===== src/rtl/song_sequencer.sv =====
// song_sequencer: upstream stage of the note player.
//
// Walks an external song ROM (synchronous, 1-cycle read). It presents one {note, duration} pair
// at a time with a one-cycle load strobe. It then waits for the note player to report completion
// before it fetches the next entry. It signals end-of-song to the top-level control FSM.
//
// Optional build feature (macro SONG_LOOP_EN):
//   defined   - at end of song, restart from entry 0 if play is high; otherwise go idle
//   undefined - end of song always returns to idle
//
// Ports:
//   clk              in   system clock
//   reset            in   synchronous, active-high reset
//   play             in   1 = may fetch/advance, 0 = hold position
//   song             in   song select
//   note_done        in   completion from the note player (one count per high cycle)
//   rom_addr         out  {song_q, index}, combinational
//   rom_data         in   {note, duration}, valid the cycle after rom_addr
//   note_to_load     out  registered note code
//   duration_to_load out  registered duration
//   load_new_note    out  one-cycle strobe while in the load state
//   song_done        out  one-cycle end-of-song pulse (registered)
module song_sequencer #(
  parameter int unsigned NOTE_W = 6,
  parameter int unsigned DUR_W  = 6,
  parameter int unsigned SONG_W = 2,
  parameter int unsigned IDX_W  = 5
) (
  input  logic                     clk,
  input  logic                     reset,
  input  logic                     play,
  input  logic [SONG_W-1:0]        song,
  input  logic                     note_done,
  output logic [SONG_W+IDX_W-1:0]  rom_addr,
  input  logic [NOTE_W+DUR_W-1:0]  rom_data,
  output logic [NOTE_W-1:0]        note_to_load,
  output logic [DUR_W-1:0]         duration_to_load,
  output logic                     load_new_note,
  output logic                     song_done
);

  typedef enum logic [2:0] {
    StIdle,
    StAddr,
    StData,
    StLoad,
    StWaitDone
  } state_e;

  localparam logic [IDX_W-1:0] LastIdx = '1;

  state_e              state_q, state_d;
  logic [IDX_W-1:0]    index_q, index_d;
  logic [SONG_W-1:0]   song_q, song_d;
  logic                pending_q, pending_d;
  logic [NOTE_W-1:0]   note_q, note_d;
  logic [DUR_W-1:0]    dur_q, dur_d;
  logic                song_done_q, song_done_d;

  logic [NOTE_W-1:0]   rom_note;
  logic [DUR_W-1:0]    rom_dur;
  logic                end_song;

  assign rom_note = rom_data[NOTE_W+DUR_W-1:DUR_W];
  assign rom_dur  = rom_data[DUR_W-1:0];

  always_comb begin
    state_d     = state_q;
    index_d     = index_q;
    song_d      = song_q;
    pending_d   = pending_q;
    note_d      = note_q;
    dur_d       = dur_q;
    song_done_d = 1'b0;
    end_song    = 1'b0;

    if (state_q != StIdle && song != song_q) begin
      // A song change restarts the new song from the top and wins over everything else.
      song_d    = song;
      index_d   = '0;
      pending_d = 1'b0;
      state_d   = StAddr;
    end else begin
      unique case (state_q)
        StIdle: begin
          song_d = song;
          if (play) begin
            state_d = StAddr;
          end
        end
        StAddr: begin
          state_d = StData;
        end
        StData: begin
          if (rom_dur == '0) begin
            // A zero duration marks the end of the song.
            end_song = 1'b1;
          end else begin
            note_d  = rom_note;
            dur_d   = rom_dur;
            state_d = StLoad;
          end
        end
        StLoad: begin
          state_d = StWaitDone;
        end
        StWaitDone: begin
          if (note_done || pending_q) begin
            if (index_q == LastIdx) begin
              end_song = 1'b1;
            end else if (play) begin
              index_d   = index_q + 1'b1;
              pending_d = 1'b0;
              state_d   = StAddr;
            end else begin
              // Hold the completion until play returns.
              pending_d = 1'b1;
            end
          end
        end
        default: begin
          state_d = StIdle;
        end
      endcase

      if (end_song) begin
        song_done_d = 1'b1;
        index_d     = '0;
        pending_d   = 1'b0;
`ifdef SONG_LOOP_EN
        state_d     = play ? StAddr : StIdle;
`else
        state_d     = StIdle;
`endif
      end
    end
  end

  always_ff @(posedge clk) begin
    if (reset) begin
      state_q     <= StIdle;
      index_q     <= '0;
      song_q      <= '0;
      pending_q   <= 1'b0;
      note_q      <= '0;
      dur_q       <= '0;
      song_done_q <= 1'b0;
    end else begin
      state_q     <= state_d;
      index_q     <= index_d;
      song_q      <= song_d;
      pending_q   <= pending_d;
      note_q      <= note_d;
      dur_q       <= dur_d;
      song_done_q <= song_done_d;
    end
  end

  assign rom_addr         = {song_q, index_q};
  assign note_to_load     = note_q;
  assign duration_to_load = dur_q;
  assign load_new_note    = (state_q == StLoad);
  assign song_done        = song_done_q;

endmodule


===== config.mk =====
export PLATFORM = sky130hd
export DESIGN_NAME = song_sequencer
export DESIGN_NICKNAME = d
export VERILOG_FILES = /design/src/rtl/song_sequencer.sv
export SDC_FILE = /design/constraint.sdc
export NUM_CORES = 1
export LEC_CHECK = 0
export CAP_MARGIN = 20
export CORE_MARGIN = 4
export CORE_UTILIZATION = 44
export CTS_CLUSTER_SIZE = 40
export DETAILED_ROUTE_END_ITERATION = 10
export GPL_TIMING_DRIVEN = 0
export HOLD_SLACK_MARGIN = 0.1
export PLACE_DENSITY = 0.78
export RECOVER_POWER = 50
export SLEW_MARGIN = 20
export SYNTH_ARGS = -nofsm -noshare
export SYNTH_HDL_FRONTEND = slang
export SYNTH_SLANG_ARGS = --single-unit

===== constraint.sdc =====
create_clock -name clk -period 2.6 [get_ports clk]
set_input_delay 0.52 -clock clk [delete_from_list [all_inputs] [get_ports clk]]
set_output_delay 0.52 -clock clk [all_outputs]
set_load 0.05 [all_outputs]

Word-level counts from Yosys, hierarchy flattened
Cells that the tools add are included.

word-level totals
  bits in registers = 24
  bits of input ports = 18
  word-level logic and storage cells = 53

cells by class
  add/sub/neg operators = 1
  eq/ne operators = 12
  multiplexer cells = 16
  bitwise gates (word level) = 3
  reductions and logical operators = 13

operators with widths
  kind                                            count
  case mux 3 bit (5 select lines)                 1
  two-way mux 3 bit                               4
  != test 4 bit (second input constant)           3
  AND reduction 3 bit                             4
  two-way mux 1 bit                               8
  == test 3 x 2 -> 1 bit (second input constant)  2
  zero test 6 bit                                 1
  != test 2 bit (second input constant)           3
  adder 5 x 1 -> 5 bit (second input constant)    1
  == test 5 bit (second input constant)           1
  two-way mux 2 bit                               2
  AND reduction 4 bit                             1
  == test 3 x 1 -> 1 bit (second input constant)  1
  == test 3 bit (second input constant)           1
  zero test 3 bit                                 1
  NOT 1 bit                                       3
  nonzero test 3 bit                              1
  OR reduction 3 bit                              1
  != test 2 bit                                   1
  case mux 1 bit (2 select lines)                 1
  nonzero test 2 bit                              1
  OR reduction 2 bit                              1
  logical AND 1 bit                               1
  logical OR 1 bit                                1

Depth between registers and ports, before layout
Gate-level depths: netlist of the first run.

  depth in word-level cells = 7
  mapped depth = 7
  depth with buffers taken out = 7

Worst setup path before layout of the first run
OpenSTA, ideal clock, no wires.

  path kind = flip-flop to flip-flop
  start point = register index_q[0]
  end point = register index_q[3]
  library setup time = 67 ps
  arrival = 2,020 ps
  required time = 2,533 ps
  path slack = 513 ps
  cell stages (with the launch flop) = 8
  period minus slack after synthesis = 2,087 ps
  cell sequence = dfxtp_1 > ha_1 > and3_1 > ha_1 > o21ba_2 > nand3_4 > or3_1 > a21oi_2

on the way
  word-level cells in the longest chain between the ends = 6
  elaborated cells on any way between the ends = 9
  those cells by class = add/sub (1); eq/ne (1); mux (4); bitwise (1); reduce/logical (2)

ends and longest elaborated chain
  what                             line  RTL
  from (decl)                      53    logic [IDX_W-1:0] index_q, index_d;
  from (signal assigned)           150   index_q <= index_d;
  == test 5 bit                    109   if (index_q == LastIdx) begin
  two-way mux 1 bit                109
  two-way mux 1 bit                108   if (note_done || pending_q) begin
  case mux 1 bit (2 select lines)  84    unique case (state_q)
  two-way mux 1 bit                77    if (state_q != StIdle && song != song_q) begin
  OR reduction 3 bit (no line)     -

Parallel ways exist; a longest one is shown, timed or not. The select of a mux whose other input is x is not followed.
A chain may end at the register's enable or synchronous reset.

Final worst setup path of the first run
  start point = register state_q[1]
  end point = output load_new_note

on the way
  word-level cells in the longest chain between the ends = 1

ends and longest elaborated chain
  what                    line  RTL
  from (decl)             52    state_e state_q, state_d;
  from (signal assigned)  141   state_q <= StIdle;
  from (signal assigned)  149   state_q <= state_d;
  == test 3 x 2 -> 1 bit  162   assign load_new_note = (state_q == StLoad);
  to (decl)               38    output logic load_new_note,

No other way between the ends.

==> results of run 1 <==
## routing by layer
| layer | vias to the layer above | part of all wire, % |
|---|---|---|
| met2 | 31 | 49 |
| li1 | 476 | - |
| met4 | 0 | 0.72 |
| met1 | 448 | 43 |
| met5 | - | 0 |
| met3 | 2 | 7.4 |
## power by group through the flow
stage          combinational (W)  sequential, W  clock [W]
2_1_floorplan           0.000164       0.000480          0
3_3_place_gp            0.000278       0.000442          0
3_5_place_dp            0.000287       0.000446          0
6_report                0.000271       0.000437   0.000269
4_1_cts                 0.000289       0.000438   0.000278
5_1_grt                 0.000289       0.000445   0.000293
## final timing paths
check	startpoint	endpoint	cells after the start
worst max-delay path	state_q[1]	load_new_note	2
worst min-delay path	note_to_load[3]	note_to_load[3]	2
worst max register to register	index_q[0]	index_q[3]	7
worst min register to register	note_to_load[3]	note_to_load[3]	2
## registers in the layout, summed over array words and instances, names as in the netlist
register	flops
song_done	1
pending_q	1
duration_to_load	6
index_q	5
song_q	2
state_q	3
note_to_load	6
## cells in the mapped netlist, types with 2 or more instances
cell type  instances
dfxtp_1           24
nand2b_1          22
mux2i_1           14
nor2_1             6
a21oi_1            3
clkbuf_1           3
nand3_1            3
nor2b_1            3
or3_1              3
xnor2_1            3
a21oi_2            2
ha_1               2
nand2_1            2
nor3b_2            2
xor2_1             2
## cells by family after synthesis
family,share of synthesized area [%]
AOI/OAI and AO/OA,8.22
and+or+nand+nor,29.9
DFF,41.5
buffers and inverters,2.27
adders and majority gates,2.16
muxes,12.1
xor gates and xnor gates,3.78
## through the flow
stage / hold slack, ns / total power (W) / setup WS (ns) / std cells / instance area [um2]
final: 0.482 / 0.000977 / 0.231 / 183 / 1590
after global placement: 0.458 / 0.000720 / 0.448 / 179 / 1570
after CTS: 0.485 / 0.00101 / 0.217 / 183 / 1620
after detailed placement: 0.463 / 0.000733 / 0.320 / 179 / 1570
after global routing: 0.500 / 0.00103 / 0.140 / 183 / 1590
after floorplan: 0.490 / 0.000644 / 0.513 / 112 / 1160
## layout make-up
class / count / area, um2 / share of cell area, %
multi-input cells: 83 / 627 / 39.5
flip-flops and latches: 24 / 480 / 30.3
repair buffers: 37 / 370 / 23.3
well taps: 30 / 37.5 / 2.36
clock inverters: 1 / 30.0 / 1.89
clock buffers: 3 / 22.5 / 1.42
plain buffers: 4 / 16.3 / 1.02
inverters: 1 / 3.75 / 0.236
## worst max-delay path, cell delays in order (launching register included)
cell	delay, ns
dfxtp_1	0.50
and3b_2	0.25
clkdlybuf4s50_1	0.80
==> impl_metrics.toml, run 1 <==
[yosys]
synthTopCellsByArea = "dfxtp_1 42%, mux2i_1 12%, nand2b_1 12%"
synth.avg_cell_area_um2 = 10.3
synth-async-reset-ratio_pct = 0
yosysTopAreaCell = "dfxtp_1"
synth_fp_nets = 132
yosys.area.top_type_share_pct = 41.5
synth_edf_count = 0
ys_types = 33
synth_warnings = 0
synth_seq_area_share_pct = 41.5
syn_inst = 112
ys.flop_type = "dfxtp_1"
synth_area_mm2 = 0.00116
ys_ff_latch = 24

[routing]
dr.pass1.iters = 4
first_iter_violations = 30
vias_per_cell = 5.23
drcViolationCount = 0
vias = 957
routed_wl_mm = 2.49
wl_per_cell_um = 13.6
drtAntennaViolNets = 0

[finish]
antenna_cells = 0
final_common_cell = "clkdlybuf4s50_1"
drive_gt1_share_pct = 7.19
final_cell_mix = "34 x clkdlybuf4s50_1, 24 x dfxtp_1, 22 x nand2b_1"
layout.nets = 174
fillers = 224
utilization_pct = 63.5
syn_to_final_growth_pct = 37.2

[grt]
grt_pass1_wl_mm = 4.27
busiest_layer = "met2"
use_met2_pct = 27.3
grt-ovfl-total = 0
grt.met1_usage_pct = 19.1
grt_util_met3_pct = 4.36
antenna_found_initial = 0
grt_max_degree = 15
track_usage_pct = 15.6
grt_pass1_vias = 960

[clocking]
postCtsSetupBuffers = 0
ctsHtreeMaxLevel = 1
cts_tree = "done"
cts-root-buf = "clkbuf_4"
path_clk_slew_ns = 0.14
ctsHoldBuffers = 0
cts_sinks = 24
cts_made_buffers = 3
cts_buffer_depth = 2
cts_resized = 0
clk_latency_ns = 0.32

[setup_path]
crit_fanout = 6
ff2ff_setup_slack_ns = 0.48
arrival_ns = 1.85
worstSetupPathType = "reg -> out"
cp.required_ns = 2.08
cp-end-kind = "primary output"
startpoint_type = "flip-flop"

[timing]
finalSetupTns_ns = 0
tightest_slew_ns = 0.617
slew_violations = 0
max_freq_mhz = 422
timing.slew.headroom_pct = 58.5
finalCritPeriodShare_pct = 91.1
fin_worst_skew_ns = 0.0159
setup_viol = 0
period_needed_ns = 2.37
hold_violations = 0
rsz0062_at_grt = "false"

[pwr]
peakVddDrop_v = 0.000668
power.share.clock_pct = 27.5
intPower_w = 0.000682
power_frac_seq_pct = 44.8
power_density_mw_per_mm2 = 615
p_leak_nw = 0.563
switchingPower_w = 0.000295
power.switching_fraction_pct = 30.2
combPwrFrac_pct = 27.7

[die]
die_y_um = 59.3
core_area_mm2 = 0.00250
die_w_um = 59.3
start_util_pct = 46.3
rows = 18
ios = 39
die_area_mm2 = 0.00351

[place]
port_buffers = 37
place_congestion = 0.775
dpl.hpwl_mm = 1.87

[flow_run]
maxCapViolations = 0

[run_status]
outcome = "complete, no violations"

[hold_path]
hp-class = "reg -> reg"
Note: power is estimated with default switching activity, not from simulation.
==> run 2: changes to the inputs <==
--- a/config.mk
+++ b/config.mk
@@ -6,6 +6,7 @@
 export NUM_CORES = 1
 export LEC_CHECK = 0
 export CAP_MARGIN = 20
+export CORE_ASPECT_RATIO = 0.75
 export CORE_MARGIN = 4
 export CORE_UTILIZATION = 44
 export CTS_CLUSTER_SIZE = 40
==> run 2 against run 1 <==
Sequential share of layout area grew 0.12 points. Clock skew shrank 0.0032 ns. Clock power shrank 26%. Sequential power is essentially flat. Cell count grew 2.2%. Cell area shrank 0.39%. Combinational power grew 3%. Wire length grew 11%. Non-clock buffer count is the same. Sequential cell count is the same. Die area grew 0.25%. Largest power group unchanged. Highest routed layer unchanged.
==> impl_metrics.toml, run 2 (synthesized netlist as in run 1, its figures left out) <==
[run_status]
outcome = "complete, no violations"

[hold_path]
hp-class = "reg -> reg"

[clocking]
ctsHoldBuffers = 0
cts_tree = "done"
postCtsSetupBuffers = 0
cts_made_buffers = 3
ctsHtreeMaxLevel = 1
path_clk_slew_ns = 0.14
cts_resized = 0
cts-root-buf = "clkbuf_4"
cts_buffer_depth = 2
cts_sinks = 24
clk_latency_ns = 0.32

[finish]
regArea_um2 = 480
instances_no_fill = 187
fillers = 219
layout.nets = 174
final_common_cell = "clkdlybuf4s50_1"
syn_to_final_growth_pct = 36.6
final_cell_mix = "31 x clkdlybuf4s50_1, 24 x dfxtp_1, 22 x nand2b_1"
multiInputGateArea_um2 = 632
antenna_cells = 0
drive_gt1_share_pct = 7.84

[pwr]
power_density_mw_per_mm2 = 579
p_leak_nw = 0.569
peakVddDrop_v = 0.000340

[die]
die_w_um = 67.2
start_util_pct = 48.2
ios = 39
rows = 15
die_area_mm2 = 0.00352
core_area_mm2 = 0.00240
die_y_um = 52.4

[timing]
finalSetupTns_ns = 0
period_needed_ns = 2.41
hold_violations = 0
rsz0062_at_grt = "false"
slew_violations = 0
fin_worst_skew_ns = 0.0127
max_freq_mhz = 416
finalCritPeriodShare_pct = 92.5
tightest_slew_ns = 0.606
setup_viol = 0
timing.slew.headroom_pct = 59.2

[setup_path]
cp-end-kind = "primary output"
worstSetupPathType = "reg -> out"
arrival_ns = 1.89
startpoint_type = "flip-flop"
cp.required_ns = 2.08
crit_fanout = 6

[place]
port_buffers = 37
place_congestion = 0.749
dpl.hpwl_mm = 2.14
dpl.cell_count = 183

[routing]
vias = 977
vias_per_cell = 5.22
routed_wl_mm = 2.78
first_iter_violations = 33
drcViolationCount = 0
drtAntennaViolNets = 0
wl_per_cell_um = 14.9
dr.pass1.iters = 4

[grt]
grt_pass1_wl_mm = 4.77
grt_max_degree = 14
antenna_found_initial = 0
track_usage_pct = 18.2
grt-ovfl-total = 0
grt_pass1_vias = 1008

[flow_run]
maxCapViolations = 0
[run 2: report_power, final]
| group | switching (W) | internal, W |
|---|---|---|
| registers | 0.0000415 | 0.000396 |
| clock network | 0.000113 | 0.0000858 |
| logic | 0.000150 | 0.000130 |
[run 2: final timing paths]
path | start | endpoint | slack, ns | depth (start not counted)
max | state_q[1] | load_new_note | 0.19 | 2
min | duration_to_load[4] | duration_to_load[4] | 0.48 | 2
max reg2reg | index_q[0] | index_q[3] | 0.49 | 7
min reg2reg | duration_to_load[4] | duration_to_load[4] | 0.48 | 2
[run 2: worst max-delay path: stages (launching register included)]
cell and delay, ns:
dfxtp_1 0.50, and3b_2 0.26, clkdlybuf4s50_1 0.80
[run 2: metrics by stage]
step                util [%]  hold WS (ns)  setup WS, ns  total power (W)  cell area [um2]
CTS                     66.9         0.487         0.181         0.000938             1610
global placement        65.4         0.458         0.421         0.000724             1570
floorplan                  -         0.490         0.513         0.000644             1160
global route            65.8         0.502         0.137         0.000968             1580
finish                  65.8         0.479         0.194         0.000916             1580
detailed placement      65.4         0.462         0.298         0.000736             1570
[run 2: cell type report]
class | instances | area share (%)
clock buffer | 4 | 2.29
tap | 34 | 2.69
timing repair buffer | 37 | 23.4
inverter | 1 | 0.237
buffer | 4 | 1.03
sequential | 24 | 30.4
multi-input combinational | 83 | 40.0
[run 2: layer usage]
metal / track usage (%) / wire [um] / part of all wire (%) / vias to the layer above
met1: 23.4 / 1260 / 45 / 471
met4: 4.71 / 37 / 1.3 / 0
met2: 29.4 / 1360 / 49 / 25
li1: - / - / - / 475
met5: 0 / 0 / 0 / -
met3: 5.79 / 128 / 4.6 / 6
